`src/rtl/alu_pipe.sv`:
```
// alu_pipe: handshaked ALU with a registered result and flags.
// Ops 0-6 finish one cycle after accept. MUL is a shift-add unit that
// handles one multiplier bit per cycle, LSB first.
// The result is held in DONE until the consumer takes it. A new beat may
// launch in the same cycle the old result retires.
module alu_pipe #(
  parameter int WIDTH = 16,
  parameter int CNT_W = $clog2(WIDTH) + 1
) (
  input  logic             clk,
  input  logic             rst,
  input  logic             in_valid,
  output logic             in_ready,
  input  logic [WIDTH-1:0] x,
  input  logic [WIDTH-1:0] y,
  input  logic             zero_x,
  input  logic             zero_y,
  input  logic             negate_output,
  input  logic [2:0]       opcode,
  output logic             out_valid,
  input  logic             out_ready,
  output logic [WIDTH-1:0] result,
  output logic             is_zero,
  output logic             is_negative,
  output logic             carry,
  output logic             overflow
);

  localparam logic [2:0] OP_OR  = 3'd0;
  localparam logic [2:0] OP_AND = 3'd1;
  localparam logic [2:0] OP_ADD = 3'd2;
  localparam logic [2:0] OP_SUB = 3'd3;
  localparam logic [2:0] OP_XOR = 3'd4;
  localparam logic [2:0] OP_SHL = 3'd5;
  localparam logic [2:0] OP_SHR = 3'd6;
  localparam logic [2:0] OP_MUL = 3'd7;

  localparam logic [1:0] ST_IDLE = 2'd0;
  localparam logic [1:0] ST_MUL  = 2'd1;
  localparam logic [1:0] ST_DONE = 2'd2;

  localparam logic [CNT_W-1:0] CNT_INIT = CNT_W'(WIDTH);
  localparam logic [CNT_W-1:0] CNT_ONE  = CNT_W'(1);

  logic [1:0]         state_reg;
  logic [WIDTH-1:0]   result_reg;
  logic               zero_reg;
  logic               neg_reg;
  logic               carry_reg;
  logic               ovf_reg;

  // Multiplier datapath: the multiplicand is pre-widened so that it can
  // shift left without losing the bits that form the high half.
  logic [2*WIDTH-1:0] mcand_reg;
  logic [2*WIDTH-1:0] acc_reg;
  logic [WIDTH-1:0]   mplier_reg;
  logic [CNT_W-1:0]   count_reg;
  logic               mneg_reg;

  logic               accept;
  logic [WIDTH-1:0]   x_eff;
  logic [WIDTH-1:0]   y_eff;
  logic [WIDTH:0]     add_ext;
  logic [WIDTH-1:0]   sub_val;
  logic [CNT_W-2:0]   shamt;
  logic [WIDTH:0]     shl_ext;
  logic [WIDTH:0]     shr_ext;
  logic [WIDTH-1:0]   alu_raw;
  logic [WIDTH-1:0]   alu_res;
  logic               alu_carry;
  logic               alu_ovf;

  logic [2*WIDTH-1:0] mul_sum;
  logic [WIDTH-1:0]   mul_res;
  logic               mul_hi;

  assign in_ready = (state_reg == ST_IDLE) | ((state_reg == ST_DONE) & out_ready);
  assign accept   = in_valid & in_ready;

  assign out_valid   = (state_reg == ST_DONE);
  assign result      = result_reg;
  assign is_zero     = zero_reg;
  assign is_negative = neg_reg;
  assign carry       = carry_reg;
  assign overflow    = ovf_reg;

  assign x_eff = zero_x ? '0 : x;
  assign y_eff = zero_y ? '0 : y;

  // The extra bit on each shift catches the last bit shifted out.
  // When the shift amount is zero, that bit is 0.
  assign add_ext = {1'b0, x_eff} + {1'b0, y_eff};
  assign sub_val = x_eff - y_eff;
  assign shamt   = y_eff[CNT_W-2:0];
  assign shl_ext = {1'b0, x_eff} << shamt;
  assign shr_ext = {x_eff, 1'b0} >> shamt;

  // Single-cycle ops: raw value plus carry and overflow, both taken from the raw value.
  always_comb begin
    alu_raw   = '0;
    alu_carry = 1'b0;
    alu_ovf   = 1'b0;
    case (opcode)
      OP_OR:  alu_raw = x_eff | y_eff;
      OP_AND: alu_raw = x_eff & y_eff;
      OP_XOR: alu_raw = x_eff ^ y_eff;
      OP_ADD: begin
        alu_raw   = add_ext[WIDTH-1:0];
        alu_carry = add_ext[WIDTH];
        alu_ovf   = (x_eff[WIDTH-1] == y_eff[WIDTH-1]) &&
                    (add_ext[WIDTH-1] != x_eff[WIDTH-1]);
      end
      OP_SUB: begin
        alu_raw   = sub_val;
        alu_carry = (x_eff < y_eff);
        alu_ovf   = (x_eff[WIDTH-1] != y_eff[WIDTH-1]) &&
                    (sub_val[WIDTH-1] != x_eff[WIDTH-1]);
      end
      OP_SHL: begin
        alu_raw   = shl_ext[WIDTH-1:0];
        alu_carry = shl_ext[WIDTH];
      end
      OP_SHR: begin
        alu_raw   = shr_ext[WIDTH:1];
        alu_carry = shr_ext[0];
      end
      default: begin
        alu_raw   = '0;
        alu_carry = 1'b0;
      end
    endcase
    alu_res = negate_output ? ~alu_raw : alu_raw;
  end

  // Next accumulator value for this multiply step.
  // On the final step it is also the full product.
  always_comb begin
    mul_sum = acc_reg + (mplier_reg[0] ? mcand_reg : '0);
    mul_res = mneg_reg ? ~mul_sum[WIDTH-1:0] : mul_sum[WIDTH-1:0];
    mul_hi  = |mul_sum[2*WIDTH-1:WIDTH];
  end

  // Control FSM, result/flag registers and multiplier iteration.
  always_ff @(posedge clk or posedge rst) begin
    if (rst) begin
      state_reg  <= ST_IDLE;
      result_reg <= '0;
      zero_reg   <= 1'b0;
      neg_reg    <= 1'b0;
      carry_reg  <= 1'b0;
      ovf_reg    <= 1'b0;
      mcand_reg  <= '0;
      acc_reg    <= '0;
      mplier_reg <= '0;
      count_reg  <= '0;
      mneg_reg   <= 1'b0;
    end else begin
      case (state_reg)
        ST_IDLE, ST_DONE: begin
          if (accept) begin
            if (opcode == OP_MUL) begin
              mcand_reg  <= {{WIDTH{1'b0}}, x_eff};
              mplier_reg <= y_eff;
              acc_reg    <= '0;
              count_reg  <= CNT_INIT;
              mneg_reg   <= negate_output;
              state_reg  <= ST_MUL;
            end else begin
              result_reg <= alu_res;
              zero_reg   <= (alu_res == '0);
              neg_reg    <= alu_res[WIDTH-1];
              carry_reg  <= alu_carry;
              ovf_reg    <= alu_ovf;
              state_reg  <= ST_DONE;
            end
          end else if ((state_reg == ST_DONE) && out_ready) begin
            state_reg <= ST_IDLE;
          end
        end
        ST_MUL: begin
          acc_reg    <= mul_sum;
          mcand_reg  <= mcand_reg << 1;
          mplier_reg <= mplier_reg >> 1;
          count_reg  <= count_reg - CNT_ONE;
          if (count_reg == CNT_ONE) begin
            result_reg <= mul_res;
            zero_reg   <= (mul_res == '0);
            neg_reg    <= mul_res[WIDTH-1];
            carry_reg  <= mul_hi;
            ovf_reg    <= 1'b0;
            state_reg  <= ST_DONE;
          end
        end
        default: state_reg <= ST_IDLE;
      endcase
    end
  end

endmodule

```
`config.mk`:
```
export PLATFORM = sky130hd
export DESIGN_NAME = alu_pipe
export DESIGN_NICKNAME = d
export VERILOG_FILES = /design/src/rtl/alu_pipe.sv
export SDC_FILE = /design/constraint.sdc
export NUM_CORES = 1
export LEC_CHECK = 0
export BUFFER_PORTS_ARGS = -buffer_cell sky130_fd_sc_hd__buf_2
export CAP_MARGIN = 40
export CORE_ASPECT_RATIO = 1.75
export CORE_MARGIN = 8
export CORE_UTILIZATION = 30
export CTS_CLUSTER_DIAMETER = 80
export DETAILED_ROUTE_END_ITERATION = 16
export PLACE_DENSITY = 0.46
export SLEW_MARGIN = 20
export SYNTH_ARGS = -nofsm -noshare
export SYNTH_HDL_FRONTEND = slang
export SYNTH_SLANG_ARGS = --single-unit
```
`constraint.sdc`:
```
create_clock -name clk -period 5.1 [get_ports clk]
set_clock_uncertainty 0.2 [all_clocks]
set_input_delay 0.51 -clock clk [delete_from_list [all_inputs] [get_ports clk]]
set_output_delay 0.51 -clock clk [all_outputs]
set_load 0.02 [all_outputs]
```
# After elaboration in Yosys (flattened, before gate mapping)
# Cells that the tools add are included.
# op_classes
magnitude_cmp	1
n_shift	2
n_eq_ne	19
addsub	4
mux	45
reduce_logical	14
bitwise_logic	8
# ops
cell	n
$mux W32	5
$mux W16	9
$pmux W32 S2	2
$pmux W16 S7	1
$pmux W16 S2	2
$add A32 B32 Y32	1
$logic_not A16 Y1	2
$not A16 Y16	2
$add A16 B16 Y17	1
$shl A16 B4 Y17	1
$shr A17 B4 Y17	1
$and A16 B16 Y16	1
$lt A16 B16 Y1	1
$or A16 B16 Y16	1
$reduce_or A16 Y1	1
$sub A16 B16 Y16	1
$xor A16 B16 Y16	1
$eq A3 B3 Y1 const B	4
$mux W1	12
$mux W5	2
$pmux W1 S2	5
$pmux W5 S2	1
$mux W2	4
$ne A2 B2 Y1 const B	4
other kinds (21)	28
# totals
inputBits	42
reg_bits	108
elab_cells	104

# Longest topological paths before layout
# Gate-level depths: netlist (run 1).
# depth
depth_word	9
depth_mapped	19

# Worst setup path after synthesis (run 1)
# OpenSTA, ideal clock, no wires.
# synth_timing
path_kind	input-to-reg
start	in y[0]
end	reg zero_reg, in the netlist is_zero
t_required_ns	4.774
setup_time_ns	0.126
setup_slack_ns	0.870
path_buffers	4
arrival_ns	3.904
path_stages	19
cell_sequence	buf_2 nor2b_1 buf_4 buf_4 buf_6 ha_1 inv_1 ha_1 nor2_1 a2bb2oi_1 o21ai_1 a311oi_2 a21oi_1 a41o_1 a22o_1 a221oi_2 xnor2_1 a21oi_1 a221o_1
# synth_between
elab_chain_len	9
word_cells_on_any_way	15
# synth_lines
item	line_no	rtl
start: declaration	15	input logic [WIDTH-1:0] y,
$mux W16 *	88	assign y_eff = zero_y ? '0 : y;
$sub A16 B16 Y16, or another cell as far along	93	assign sub_val = x_eff - y_eff;
$pmux W16 S7 *	103	case (opcode)
$not A16 Y16	132	alu_res = negate_output ? ~alu_raw : alu_raw;
$mux W16 *	132	
$logic_not A16 Y1 *	170	zero_reg <= (alu_res == '0);
$mux W1 *	161	if (opcode == OP_MUL) begin
$mux W1 *	160	if (accept) begin
$pmux W1 S2 *	158	case (state_reg)
end signal: assignment	170	
end signal: assignment	187	zero_reg <= (mul_res == '0);
end: declaration	47	logic zero_reg;
# Mark *: on every way between the ends. The rest lies on a longest branch, timed or not. The select of a mux whose other input is x is not followed.
# A chain may end at the register's enable or synchronous reset.

# Worst setup path after layout (run 1)
# layout_timing
start	reg mplier_reg[0]
end	reg carry_reg, in the netlist carry
# layout_between
elab_chain_len	5
# layout_lines
item	line_no	rtl
start: declaration	56	logic [WIDTH-1:0] mplier_reg;
start signal: assignment	163	mplier_reg <= y_eff;
start signal: assignment	183	mplier_reg <= mplier_reg >> 1;
$mux W32	138	mul_sum = acc_reg + (mplier_reg[0] ? mcand_reg : '0);
$add A32 B32 Y32	138	
$reduce_or A16 Y1	140	mul_hi = |mul_sum[2*WIDTH-1:WIDTH];
$mux W1	185	if (count_reg == CNT_ONE) begin
$pmux W1 S2	158	
end signal: assignment	172	carry_reg <= alu_carry;
end signal: assignment	189	carry_reg <= mul_hi;
end: declaration	49	logic carry_reg;
# Every way passes these cells. The select of a mux whose other input is x is not followed.

==> results.txt, run 1 <==
----------------------------------------------------
[Timing]
  Slew Limit Fails ... 0
  Worst max-slew margin expressed relative to the limit ... 0.364
  Final number of setup-violating endpoints ... 0
  Unrepaired setup endpoints after global routing ... no
  Number of hold violations in the final report ... 0
  Pin slew with the least headroom to its limit ... 943 ps
  Final clock period utilization by the worst path ... 0.907
  Maximum clock frequency ... 216 MHz
  Tmin final ... 4630 ps
  Post-layout worst setup margin ... 475 ps
  Tightest hold margin ... 255 ps
  Total Negative Setup Slacks ... 0 ps

[Die]
  Chip Width ... 162 um
  Number of core rows ... 93
  Initial Utilization ... 0.303
  I/O pin total ... 64
  Die height ... 271 um
  Placeable core area ... between 30000 and 40000 um2
  Area of the die ... 43800 um2

[Worst setup path]
  Buf+Inv Stages, Crit Path ... 1
  Required arrival time at the worst endpoint ... 5130 ps
  Slowest stage cell, crit path ... fa_1
  Crit Path Category ... flip-flop to flip-flop
  Data arrival at the endpoint of the critical path ... approximately 4700 ps
  Worst-path cell chain ... and2_1 -> ha_1 -> fa_1 -> a211oi_1 -> o21ai_0 -> a31oi_1 -> nor4_1 -> buf_4 -> o21a_1 -> a41o_1 -> a21o_1 -> a211o_1 -> a311o_1 -> nor4b_2 -> a31oi_1
  Top delay family on crit path ... compound AO/OA/AOI/OAI gates
  Max stage delay on crit path ... 440 ps
  Most frequent CP cell ... a31oi_1
  Top fanout value on the critical path ... 4
  Critical path capture point type ... flip-flop
  CP startpoint kind ... flip-flop

[Logic synthesis]
  Number of cells produced by synthesis ... about 1400
  Number of flops mapped to enable cells by yosys ... 0
  Avg Synthesized Cell Area ... 7.73 um2
  Flops & latches, synth ... 107
  Cell area after synthesis ... 11100 um2
  Main area contributors after synthesis ... dfrtp_1 (24%), ha_1 (9.0%), nand2_1 (5.4%)
  Share of async-settable or async-resettable flops after synthesis ... 1.00
  Yosys top cell area share ... 0.240
  Most used flip-flop cell after synthesis ... dfrtp_1
  Register area share after synthesis ... 0.240
  Netlist cell types ... 89
  Net count after synthesis ... ~1600
  Cell taking the most area after synthesis ... dfrtp_1
  Synthesis warning total ... 0

[Final layout]
  Most used cells in the layout excluding fill and tap cells ... nand2_1 (160), nor2_1 (125), dfrtp_1 (107)
  Layout net count ... approximately 1600
  Area taken by flip-flops and latches ... 2680 um2
  Most common library cell in the layout ignoring fill and taps ... nand2_1
  ANT cells ... 0
  Post-route design area ... 12700 um2
  Fraction of layout instances using a drive strength above 1 ... 0.145
  Multi-input gate area ... between 7000 and 8000 um2
  Area growth syn-to-layout ... 14.4%
  Filler cell count in the final layout ... 4036

[Job]
  # Max-Cap Violations ... 0

[Detailed routing]
  DRC Markers ... 0
  Detailed-route vias per instance ... 5.72
  Number of vias in the routed layout ... between 10000 and 15000
  Antenna Violating Nets Remaining ... 0
  Post-DR wirelength/cell ... 26.6 um
  Routed wire length ... 52900 um
  DRC violation total after the first TritonRoute iteration ... 689
  DR pass1 iterations ... 7

[Clock tree]
  CTS tree ... built
  Post_cts resized ... 0
  Maximum clock insertion buffer count ... 2
  Clock Pin Slew Worst Setup and Hold Paths ... 90 ps
  CTS root buf ... clkbuf_16
  Count of hold-fix buffers inserted at cts ... 1
  Clock net sink count ... 107
  Worst-Skew Late Latency ... around 370 ps
  Number of H-tree levels ... 3
  Post-CTS Setup Repair Bufs ... 0
  Num CTS Buffers ... 9

[Min path]
  Type of the tightest min-delay check ... input port to flip-flop

[Pwr]
  Leakage power of the design ... between 0.005 and 0.006 uW
  Highest ir drop seen on vdd ... 168 uV
  P per Cell Area ... 369 nW/um2

[Global routing]
  GRT Total Usage ... 0.242
  Total overflow reported by the global router ... 0
  Wire length of the first global-routing pass ... 78100 um
  Antenna violations before repair ... 0
  Vias in the first global route ... 11816
  Pin count of the biggest net entering global routing ... 55

[Status]
  Outcome ... completed

[Place]
  Placement-stage worst setup slack ... 367 ps
  Area post-placement ... 12400 um2
  Port Buffers ... 63
  Detail Placement HPWL ... 41800 um
  RePlAce Congestion ... 1.07

----------------------------------------------------
[layer usage]
metal	GRT usage	part of all wire	vias up
met5	0	0	-
met4	0.206	0.095	0
met3	0.0339	0.040	186
met2	0.456	0.54	385
met1	0.223	0.33	5495
li1	-	-	5313
[cell families (layout without fill, tap and decap cells)]
kind of cell | count (synthesis) | after routing | share of synthesized area
compound gates | 417 | 417 | 0.254
flops | 107 | 107 | 0.240
mux | 58 | 58 | 0.0566
simple gates | 539 | 539 | 0.236
buf+inv | 162 | 237 | 0.0601
fa+ha+maj | 82 | 82 | 0.0935
xor+xnor | 76 | 76 | 0.0598
[worst reg2reg max path, cell delays in order, from the launching register on]
cell and delay, ps:
dfrtp_1 430, and2_1 190, ha_1 220, fa_1 440, a211oi_1 300, o21ai_0 170, a31oi_1 320, nor4_1 100
buf_4 160, o21a_1 210, a41o_1 290, a21o_1 180, a211o_1 300, a311o_1 400, nor4b_2 440, a31oi_1 140
[through the flow]
stage / total power (uW) / std cells / utilization
final: 4710 / 1991 / 0.346
after CTS: 4720 / 1987 / 0.345
after global placement: 3880 / 1964 / 0.334
after detailed placement: 3940 / 1970 / 0.336
after global routing: 5030 / 1991 / 0.346
after floorplan: 3060 / 1441 / -
[where the power goes]
part / internal, uW / switching (uW) / total (uW)
combinational: 928 / 1580 / 2500
sequential: 1180 / 251 / 1430
clock: 406 / 367 / 773
[cell usage after synthesis, drive strengths merged, types with 10 or more instances]
| master | instances |
|---|---|
| nand2 | 161 |
| nand4 | 16 |
| mux2i | 45 |
| nor2 | 126 |
| buf | 36 |
| a211oi | 25 |
| o211ai | 12 |
| clkbuf | 61 |
| o22ai | 16 |
| a31oi | 13 |
| nand3 | 52 |
| a21o | 20 |
| nor3 | 23 |
| o21ai | 106 |
| xnor2 | 45 |
| and2 | 37 |
| a221o | 26 |
| nand2b | 26 |
| xor2 | 31 |
| ha | 80 |
| nor2b | 42 |
| and3 | 10 |
| mux2 | 10 |
| inv | 65 |
| dfrtp | 107 |
| a21oi | 102 |
[area by class of cell]
cell class	instances	area share
Inverter	65	0.0197
Tap cell	475	0.0467
Clock inverter	6	0.00648
Clock buffer	10	0.0188
Multi-Input combinational cell	1172	0.614
Sequential cell	107	0.210
Timing Repair Buffer	156	0.0846
[path summary, 6_finish.rpt]
kind | to | slack, ps | depth (start not counted) | start
setup / recovery | carry$_DFFE_PP0P_ | 470 | 15 | mplier_reg[0]$_DFFE_PP0P_
hold / removal | state_reg[1]$_DFFE_PP0P_ | 260 | 3 | out_ready
setup reg to reg | carry$_DFFE_PP0P_ | 470 | 15 | mplier_reg[0]$_DFFE_PP0P_
hold reg to reg | result[11]$_DFFE_PP0P_ | 280 | 1 | result[11]$_DFFE_PP0P_
max in group asynchronous | result[15]$_DFFE_PP0P_ | 3070 | 5 | rst
min in group asynchronous | mplier_reg[5]$_DFFE_PP0P_ | 440 | 3 | rst
(Power assumes the default switching activity.)
==> run 2: changes to the inputs <==
clock period = 5.56 ns   (was 5.1 ns; I/O delays follow)
==> results.txt, run 2 (synthesis results as in run 1) <==
----------------------------------------------------
[Status]
  Outcome ... completed (unchanged)

[Timing]
  Final number of setup-violating endpoints ... 0 (unchanged)
  Pin slew with the least headroom to its limit ... 829 ps (was 943 ps)
  Post-layout worst setup margin ... 623 ps (was 475 ps)
  Tmin final ... 4940 ps (was 4630 ps)
  Worst max-slew margin expressed relative to the limit ... 0.446 (was 0.364)
  Total Negative Setup Slacks ... 0 ps (unchanged)
  Number of hold violations in the final report ... 0 (unchanged)
  Unrepaired setup endpoints after global routing ... no (unchanged)
  Maximum clock frequency ... 203 MHz (was 216 MHz)
  Slew Limit Fails ... 0 (unchanged)
  Final clock period utilization by the worst path ... 0.888 (was 0.907)

[Die]
  Chip Width ... 162 um (unchanged)
  I/O pin total ... 64 (unchanged)
  Area of the die ... 43800 um2 (unchanged)
  Initial Utilization ... 0.303 (unchanged)
  Die height ... 271 um (unchanged)
  Placeable core area ... 36800 um2 (unchanged)
  Number of core rows ... 93 (unchanged)

[Worst setup path]
  Cell count of the worst reg-to-reg path ... 14 (was 15)
  Crit Path Category ... flip-flop to flip-flop (unchanged)
  Data arrival at the endpoint of the critical path ... 4940 ps (was 4650 ps)
  Critical path capture point type ... flip-flop (unchanged)
  Launch point of the worst reg-to-reg path ... mplier_reg[0]$_DFFE_PP0P_ (unchanged)
  Top fanout value on the critical path ... 12 (was 4)
  Required arrival time at the worst endpoint ... 5560 ps (was 5130 ps)
  Worst reg2reg path endpoint ... carry$_DFFE_PP0P_ (unchanged)
  CP startpoint kind ... flip-flop (unchanged)
  Register-to-Register Setup Slack ... 620 ps (was 470 ps)

[Pwr]
  P per Cell Area ... 345 nW/um2 (was 369 nW/um2)
  Combinational share of power ... 0.523 (was 0.532)
  Leakage power of the design ... 0.00555 uW (was 0.00577 uW)
  Sw Share ... 0.470 (was 0.466)
  Clock power share ... 0.166 (was 0.164)
  Highest ir drop seen on vdd ... 171 uV (was 168 uV)
  Sequential share of power ... 0.311 (was 0.304)
  Net switching power ... 2010 uW (was 2190 uW)
  Internal power ... 2260 uW (was 2510 uW)

[Min path]
  Hold endpoint ... result[8]$_DFFE_PP0P_ (was state_reg[1]$_DFFE_PP0P_)
  Cells on Worst Hold Path ... 2 (was 3)
  Hold Startpoint ... result[8]$_DFFE_PP0P_ (was out_ready)
  Type of the tightest min-delay check ... flip-flop to flip-flop (was input port to flip-flop)

[Detailed routing]
  Number of vias in the routed layout ... 11065 (was 11379)
  Antenna Violating Nets Remaining ... 0 (unchanged)
  DRC Markers ... 0 (unchanged)
  DRC violation total after the first TritonRoute iteration ... 651 (was 689)
  Routed wire length ... 48900 um (was 52900 um)
  DR pass1 iterations ... 5 (was 7)
  Detailed-route vias per instance ... 5.69 (was 5.72)
  Post-DR wirelength/cell ... 25.1 um (was 26.6 um)

[Clock tree]
  Maximum clock insertion buffer count ... 2 (unchanged)
  CTS root buf ... clkbuf_16 (unchanged)
  Number of H-tree levels ... 3 (unchanged)
  Post-CTS Setup Repair Bufs ... 0 (unchanged)
  Clock Pin Slew Worst Setup and Hold Paths ... 70 ps (was 90 ps)
  Worst-Skew Late Latency ... 370 ps (about the same)
  Clock net sink count ... 107 (unchanged)
  CTS tree ... built (unchanged)
  Num CTS Buffers ... 9 (unchanged)

[Global routing]
  Total overflow reported by the global router ... 0 (unchanged)
  Pin count of the biggest net entering global routing ... 45 (was 55)
  GRT Total Usage ... 0.222 (was 0.242)
  Wire length of the first global-routing pass ... 73100 um (was 78100 um)
  Vias in the first global route ... 11380 (was 11816)
  Antenna violations before repair ... 0 (unchanged)

[Place]
  RePlAce Congestion ... 1.05 (was 1.07)
  Placement-stage worst setup slack ... 653 ps (was 367 ps)
  Port Buffers ... 63 (unchanged)
  Detail Placement HPWL ... 38800 um (was 41800 um)

[Job]
  # Max-Cap Violations ... 0 (unchanged)

[Final layout]
  Most common library cell in the layout ignoring fill and taps ... nand2_1 (unchanged)
  ANT cells ... 0 (unchanged)
  Most used cells in the layout excluding fill and tap cells ... nand2_1 (160), nor2_1 (125), dfrtp_1 (107) (unchanged)
  Area growth syn-to-layout ... 11.2% (was 14.4%)
  Layout net count ... 1588 (was 1635)
  Fraction of layout instances using a drive strength above 1 ... 0.118 (was 0.145)

----------------------------------------------------
## run 2: cell types whose count changed in the layout (fill, tap and decap cells not counted), sizes merged
cell | previous run | this run
clkinvlp | 1 | 0
buf | 154 | 107
clkinv | 2 | 3
## run 2: worst max-delay path: stages (launching register included)
cell	delay, ps
dfrtp_1	530
and2_1	240
ha_1	200
fa_1	440
a211oi_1	310
o21ai_0	170
a31o_1	240
and3_1	170
o41ai_2	670
mux2i_1	250
a21oi_1	80
a311oi_1	410
nand3_1	200
nor4b_2	480
a31oi_1	160
## run 2: power by group through the flow
stage | sequential [uW] | clock (uW) | combinational [uW]
floorplan | 1320 | 0 | 1480
global placement | 1360 | 0 | 2170
detailed placement | 1350 | 0 | 2230
CTS | 1340 | 731 | 2240
global route | 1370 | 753 | 2440
finish | 1330 | 708 | 2230
## run 2: timing repair
action                    4_1_cts  5_1_grt
hold endpoints to repair       26        0
gates resized for setup         0        0
hold buffers                    1        0
## run 2: worst max-delay path by stage
stage,from,endpoint,slack [ps],cells after the start
after floorplan,y[0],is_zero$_DFFE_PP0P_,1280,19
after global placement,mplier_reg[0]$_DFFE_PP0P_,carry$_DFFE_PP0P_,640,14
after detailed placement,mplier_reg[0]$_DFFE_PP0P_,carry$_DFFE_PP0P_,650,14
after CTS,mplier_reg[0]$_DFFE_PP0P_,carry$_DFFE_PP0P_,610,14
after global routing,mplier_reg[0]$_DFFE_PP0P_,carry$_DFFE_PP0P_,360,14
final,mplier_reg[0]$_DFFE_PP0P_,carry$_DFFE_PP0P_,620,14
## run 2: per-stage QoR
stage                     power [uW]   util  instances  hold WS, ps  instance area [um2]
after CTS                       4310  0.337       1943          263                12400
after floorplan                 2800      -       1441          246                11100
after global placement          3530  0.325       1920          261                11900
after global routing            4570  0.337       1944          288                12400
after detailed placement        3580  0.328       1926          263                12000
final                           4270  0.337       1944          279                12400
## run 2: final cells by class
cell class	count	area, um2
fill	4066	24400
clock buffer	10	239
tap	475	594
clock inverter	6	80.1
timing repair buffer	109	724
sequential	107	2680
multi-input combinational	1172	7820
inverter	65	251
## run 2: metal layers
metal / global-route usage / up-vias / wire length (um)
met3: 0.0243 / 136 / 1340
met4: 0.178 / 0 / 4220
met1: 0.212 / 5393 / 17000
met5: 0 / - / 0
li1: - / 5237 / -
met2: 0.421 / 299 / 26300
